<file path="src/rtl/video_timing_gen.sv">
// Raster timing generator and framebuffer fetch with RGB332/RGB565 expansion; VIDEO_GEN_DOUBLE_EN selects double-scan.
// All outputs for a pixel appear RD_LAT+1 clocks after its tick; free-running, no backpressure (fixed-latency read port).
module video_timing_gen #(
  parameter int H_ACTIVE = 640,
  parameter int H_FP     = 16,
  parameter int H_SYNC   = 96,
  parameter int H_BP     = 48,
  parameter int V_ACTIVE = 480,
  parameter int V_FP     = 10,
  parameter int V_SYNC   = 2,
  parameter int V_BP     = 33,
  parameter bit HS_POL   = 1'b0,
  parameter bit VS_POL   = 1'b0,
  parameter int CLK_DIV  = 2,
  parameter int RD_LAT   = 1,
  parameter int ADDR_W   = 19
) (
  input  logic              clk_vid,
  input  logic              reset,
  input  logic              fmt,
  output logic [ADDR_W-1:0] addr,
  output logic              rd,
  input  logic [15:0]       din,
  output logic              ce_pxl,
  output logic              hsync,
  output logic              vsync,
  output logic              hblank,
  output logic              vblank,
  output logic [7:0]        red,
  output logic [7:0]        green,
  output logic [7:0]        blue,
  output logic              line_start,
  output logic              frame_start
);

  localparam int H_TOTAL = H_ACTIVE + H_FP + H_SYNC + H_BP;
  localparam int V_TOTAL = V_ACTIVE + V_FP + V_SYNC + V_BP;
  localparam int HW = $clog2(H_TOTAL);
  localparam int VW = $clog2(V_TOTAL);
  localparam int DW = (CLK_DIV > 1) ? $clog2(CLK_DIV) : 1;

  localparam logic [DW-1:0] DIV_LAST = DW'(CLK_DIV - 1);
  localparam logic [HW-1:0] H_LAST   = HW'(H_TOTAL - 1);
  localparam logic [HW-1:0] H_ACT    = HW'(H_ACTIVE);
  localparam logic [HW-1:0] HS_BEG   = HW'(H_ACTIVE + H_FP);
  localparam logic [HW-1:0] HS_END   = HW'(H_ACTIVE + H_FP + H_SYNC);
  localparam logic [VW-1:0] V_LAST   = VW'(V_TOTAL - 1);
  localparam logic [VW-1:0] V_ACT    = VW'(V_ACTIVE);
  localparam logic [VW-1:0] VS_BEG   = VW'(V_ACTIVE + V_FP);
  localparam logic [VW-1:0] VS_END   = VW'(V_ACTIVE + V_FP + V_SYNC);

  typedef struct packed {
    logic ce;
    logic rd;
    logic hs;
    logic vs;
    logic hb;
    logic vb;
    logic ls;
    logic fs;
    logic fmt;
  } stg_t;

  localparam stg_t STG_RST = '{ce: 1'b0, rd: 1'b0, hs: 1'b0, vs: 1'b0, hb: 1'b1,
                               vb: 1'b1, ls: 1'b0, fs: 1'b0, fmt: 1'b0};

  logic [DW-1:0] div;
  logic [HW-1:0] h;
  logic [VW-1:0] v;
  logic          tick, h_end, v_end, h_act, v_act, active, frame_tick;
  logic          fmt_q;

  assign tick       = (div == DIV_LAST) && !reset;
  assign h_end      = (h == H_LAST);
  assign v_end      = (v == V_LAST);
  assign h_act      = (h < H_ACT);
  assign v_act      = (v < V_ACT);
  assign active     = h_act && v_act;
  assign frame_tick = tick && (h == '0) && (v == '0);

  always_ff @(posedge clk_vid) begin
    if (reset) begin
      div <= '0;
      h   <= '0;
      v   <= '0;
    end else begin
      div <= (div == DIV_LAST) ? '0 : div + DW'(1);
      if (tick) begin
        if (h_end) begin
          h <= '0;
          v <= v_end ? '0 : v + VW'(1);
        end else begin
          h <= h + HW'(1);
        end
      end
    end
  end

  logic [ADDR_W-1:0] ptr;
  assign addr = ptr;

`ifdef VIDEO_GEN_DOUBLE_EN
  localparam logic [ADDR_W-1:0] HALF = ADDR_W'(H_ACTIVE / 2);
  logic [ADDR_W-1:0] base;

  assign rd = tick && active && !h[0];

  // Even lines rewind to the line base; odd lines move the base on to the next source row.
  always_ff @(posedge clk_vid) begin
    if (reset) begin
      ptr  <= '0;
      base <= '0;
    end else if (tick) begin
      if (h_end && v_end) begin
        ptr  <= '0;
        base <= '0;
      end else if (h_end && v_act) begin
        if (v[0]) begin
          base <= base + HALF;
          ptr  <= base + HALF;
        end else begin
          ptr  <= base;
        end
      end else if (rd) begin
        ptr <= ptr + ADDR_W'(1);
      end
    end
  end
`else
  assign rd = tick && active;

  always_ff @(posedge clk_vid) begin
    if (reset) begin
      ptr <= '0;
    end else if (tick && h_end && v_end) begin
      ptr <= '0;
    end else if (rd) begin
      ptr <= ptr + ADDR_W'(1);
    end
  end
`endif

  always_ff @(posedge clk_vid) begin
    if (reset) begin
      fmt_q <= 1'b0;
    end else if (frame_tick) begin
      fmt_q <= fmt;
    end
  end

  // The frame's format rides with each pixel so the first pixel already sees the newly latched value.
  stg_t cur;
  always_comb begin
    cur     = STG_RST;
    cur.ce  = tick;
    cur.rd  = rd;
    cur.hs  = (h >= HS_BEG) && (h < HS_END);
    cur.vs  = (v >= VS_BEG) && (v < VS_END);
    cur.hb  = !h_act;
    cur.vb  = !v_act;
    cur.ls  = tick && (h == '0);
    cur.fs  = frame_tick;
    cur.fmt = frame_tick ? fmt : fmt_q;
  end

  stg_t pipe [RD_LAT+1];

  always_ff @(posedge clk_vid) begin
    if (reset) begin
      for (int i = 0; i <= RD_LAT; i++) pipe[i] <= STG_RST;
    end else begin
      pipe[0] <= cur;
      for (int i = 1; i <= RD_LAT; i++) pipe[i] <= pipe[i-1];
    end
  end

  // Stage aligned with din: RD_LAT clocks after the tick.
  logic din_ce, din_rd, din_blank, din_fmt;
  if (RD_LAT == 0) begin : g_lat0
    assign din_ce    = cur.ce;
    assign din_rd    = cur.rd;
    assign din_blank = cur.hb || cur.vb;
    assign din_fmt   = cur.fmt;
  end else begin : g_latn
    assign din_ce    = pipe[RD_LAT-1].ce;
    assign din_rd    = pipe[RD_LAT-1].rd;
    assign din_blank = pipe[RD_LAT-1].hb || pipe[RD_LAT-1].vb;
    assign din_fmt   = pipe[RD_LAT-1].fmt;
  end

  function automatic logic [23:0] expand(input logic [15:0] d, input logic f);
    if (f) return {d[15:11], d[15:13], d[10:5], d[10:9], d[4:0], d[4:2]};
    return {d[7:5], d[7:5], d[7:6], d[4:2], d[4:2], d[4:3], {4{d[1:0]}}};
  endfunction

  // Double-scan repeat ticks carry no read, so the colour simply holds.
  always_ff @(posedge clk_vid) begin
    if (reset) begin
      {red, green, blue} <= '0;
    end else if (din_ce) begin
      if (din_blank)   {red, green, blue} <= '0;
      else if (din_rd) {red, green, blue} <= expand(din, din_fmt);
    end
  end

  assign ce_pxl      = pipe[RD_LAT].ce;
  assign hsync       = pipe[RD_LAT].hs ? HS_POL : ~HS_POL;
  assign vsync       = pipe[RD_LAT].vs ? VS_POL : ~VS_POL;
  assign hblank      = pipe[RD_LAT].hb;
  assign vblank      = pipe[RD_LAT].vb;
  assign line_start  = pipe[RD_LAT].ls;
  assign frame_start = pipe[RD_LAT].fs;

endmodule

</file>
<file path="config.mk">
export PLATFORM = sky130hd
export DESIGN_NAME = video_timing_gen
export DESIGN_NICKNAME = d
export VERILOG_FILES = /design/src/rtl/video_timing_gen.sv
export SDC_FILE = /design/constraint.sdc
export NUM_CORES = 1
export LEC_CHECK = 0
export CORE_ASPECT_RATIO = 0.7
export CORE_MARGIN = 2
export CORE_UTILIZATION = 32
export CTS_CLUSTER_SIZE = 28
export DETAILED_ROUTE_END_ITERATION = 10
export PLACE_DENSITY = 0.57
export SLEW_MARGIN = 0
export SYNTH_ARGS = -nofsm -noshare
export SYNTH_HDL_FRONTEND = slang
export SYNTH_SLANG_ARGS = --single-unit
</file>
<file path="constraint.sdc">
create_clock -name clk_vid -period 4.03 [get_ports clk_vid]
set_input_delay 0.403 -clock clk_vid [delete_from_list [all_inputs] [get_ports clk_vid]]
set_output_delay 0.403 -clock clk_vid [all_outputs]
set_load 0.02 [all_outputs]
</file>
==> flow_summary.yaml <==
sta:
  setup_ws_ns: 1.42
  setup_violations: 0
  setup_total_negative_slack_ns: 0
  worst_case_clock_skew_ns: 0.00571
  period_utilization_post_route_pct: 64.8
  rsz0062_at_grt: "false"
  final.hold.worst_slack_ns: 0.434
  tightestPinTransition_ns: 1.19
  timing.final.crit_period_ns: 2.61
  max_freq_ghz: 0.383
  final-hold-violation-count: 0
  max-slew-margin-rel_pct: 20.6
  finalMaxSlewViolations: 0
final_layout:
  drive_gt1_share_pct: 6.68
  antennaDiodeCount: 0
  area.growth.synth_to_final_pct: 30.3
  num-nets-final: 484
  post-route-util_pct: 43.6
place:
  dp_hpwl_um: 5830
  io_buffers: 69
  setup_ws_pre_cts_ns: 1.43
  gpl.final_weighted_congestion: 0.778
logic_synthesis:
  synth_cell_type_count: 44
  syn-cell-area_um2: 3520
  synth_top_area_cell: "sky130_fd_sc_hd__dfxtp_1"
  synth_seq_area_share_pct: 44.4
  syn-instance-count: 403
  ys.warnings.count: 0
  postSynthAreaPerCell_um2: 8.73
  synth_top_cells_by_count: "sky130_fd_sc_hd__dfxtp_1, sky130_fd_sc_hd__a21oi_1, sky130_fd_sc_hd__nand2_1"
  primary_ff_master_synth: "sky130_fd_sc_hd__dfxtp_1"
  syn_nets: 427
  synth-seq-cells: 78
  async_reset_ff_share_pct: 0
  netlist.area_leader.share_pct: 44.4
  synth-edff-count: 0
  post_synth_main_area_contributors: "sky130_fd_sc_hd__dfxtp_1, sky130_fd_sc_hd__a21oi_1, sky130_fd_sc_hd__or3_1"
  synthMostInstantiatedCell: "sky130_fd_sc_hd__dfxtp_1"
global_routing:
  first_global_vias: 2774
  grt_antenna_before_repair: 0
  grt_max_degree: 42
  grt_first_pass_wirelength_um: 13900
  grt_usage_pct: 14.7
  grt-ovfl-total: 0
die:
  placementRows: 31
  dieHeight_um: 91.7
  core_um2: 10500
  die_w_um: 129
  initial_core_util_pct: 33.5
  dieArea_um2: 11900
  ioPinCount: 70
min_path:
  min_path_type: "reg2reg"
route:
  via_cell_ratio: 4.90
  total_iterations_of_the_first_detailed_routing_run: 4
  detail_route.wl_per_cell_um: 13.6
  wl_um: 8320
  vias: 2999
  detail_route.drc_violations: 0
  drt_iter0_drc: 144
  antenna_violating_nets_post_route: 0
cts:
  clock_tree.buffer_depth: 2
  post_cts_resized: 0
  tritoncts_clock_tree: "done"
  postCtsSetupRepairBufs: 0
  cts.clk_slew.worst_paths_ns: 0.06
  cts_root_buffer: "sky130_fd_sc_hd__clkbuf_16"
  cts-buffers-inserted: 9
  numClockSinks: 78
  cts.hold.buffers_added: 0
  clock_latency_ns: 0.33
  cts_htree_levels: 3
outcome:
  result_of_the_run: "complete, no violations"
worst_setup_path:
  worst_setup_path_type: "in2out"
  critical_path.startpoint_type: "primary input"
  cpLargestDelayFamily: "buffers and inverters"
  critical-path-slowest-cell: "sky130_fd_sc_hd__clkdlybuf4s50_1"
  critPathArrivalTime_ns: 2.21
  critical_path_buf_inv_count: 3
  crit_path_max_fanout: 5
  worstSetupEndpointType: "output pin"
  timing.critical_path.cells: "clkdlybuf4s50_1 > nor2_1 > nand4_1 > inv_1 > clkdlybuf4s50_1"
  worst_path_most_repeated_cell: "sky130_fd_sc_hd__clkdlybuf4s50_1"
  slowest_delay_ns: 0.63
  cp_data_required_time_ns: 3.63
pwr:
  vdd_ir_drop_max_mv: 0.203
  power_per_cell_area_nw_per_um2: 384
  power.leakage_nw: 1.54
  post-layout-total-power_w: 0.00176
flow_run:
  maxCapViolations: 0
[final timing paths]
| check | cells after the start | slack, ns | end | start |
|---|---|---|---|---|
| worst max-delay path | 5 | 1.42 | rd | reset |
| worst min-delay path | 1 | 0.43 | pipe[0][15]$_SDFF_PP0_ | pipe[0][6]$_SDFF_PP0_ |
| worst max register to register | 4 | 1.94 | red[4]$_SDFFE_PP0P_ | pipe[0][3]$_SDFF_PP1_ |
| worst min register to register | 1 | 0.43 | pipe[0][15]$_SDFF_PP0_ | pipe[0][6]$_SDFF_PP0_ |
[placed cells by master (no fill, tap or decap), drive strengths merged, types with 12 or more instances in the layout]
cell / n
a21oi: 57
clkdlybuf4s50: 69
dfxtp: 78
inv: 16
nand2: 33
nand3: 14
nand4: 18
nor2: 20
nor2b: 15
o211ai: 12
o21ai: 14
or3: 21
[worst reg2reg max path, stage by stage (launching register included)]
cell and delay (ns):
sky130_fd_sc_hd__dfxtp_1 0.31, sky130_fd_sc_hd__or2_1 0.38, sky130_fd_sc_hd__o21ai_2 0.97, sky130_fd_sc_hd__or3_1 0.24, sky130_fd_sc_hd__a21oi_1 0.06
[cell families after synthesis]
family	after synthesis	share of synthesized area (%)
and+or+nand+nor	168	28.0
xor gates and xnor gates	14	3.49
buffers and inverters	40	5.87
adders and majority gates	5	1.78
AOI/OAI and AO/OA	98	16.5
DFF	78	44.4
[layer usage]
metal	vias up	share of wire, %	global-route usage [%]
li1	1560	-	-
met1	1379	52	21.6
met2	50	43	20.4
met3	10	4.0	4.43
met4	0	1.1	3.99
met5	-	0	0
[state kept, by name (all words and copies together) (netlist names)]
register  count
blue          8
green         6
div           1
v            10
addr         19
h            10
pipe         16
red           8
[report_power, final]
part,internal (W),switching [W],leakage [nW]
registers,0.000783,0.0000111,0.632
clock network,0.000557,0.000307,0.159
logic,0.0000457,0.0000558,0.747
total,0.00139,0.000374,1.54
[per-stage QoR]
step	instance area (µm²)	cells
6_report	4580	612
5_1_grt	4580	612
4_1_cts	4580	612
3_5_place_dp	4260	597
3_3_place_gp	4260	597
2_1_floorplan	3520	403
[area by class of cell]
type,count,area (µm²)
clock buffers,10,239
repair buffers,71,706
fillers,1047,5930
multi-input cells,285,1750
flip-flops and latches,78,1560
well taps,148,185
clock inverters,5,82.6
inverters,15,56.3
Power figures use the tool's default switching activity.
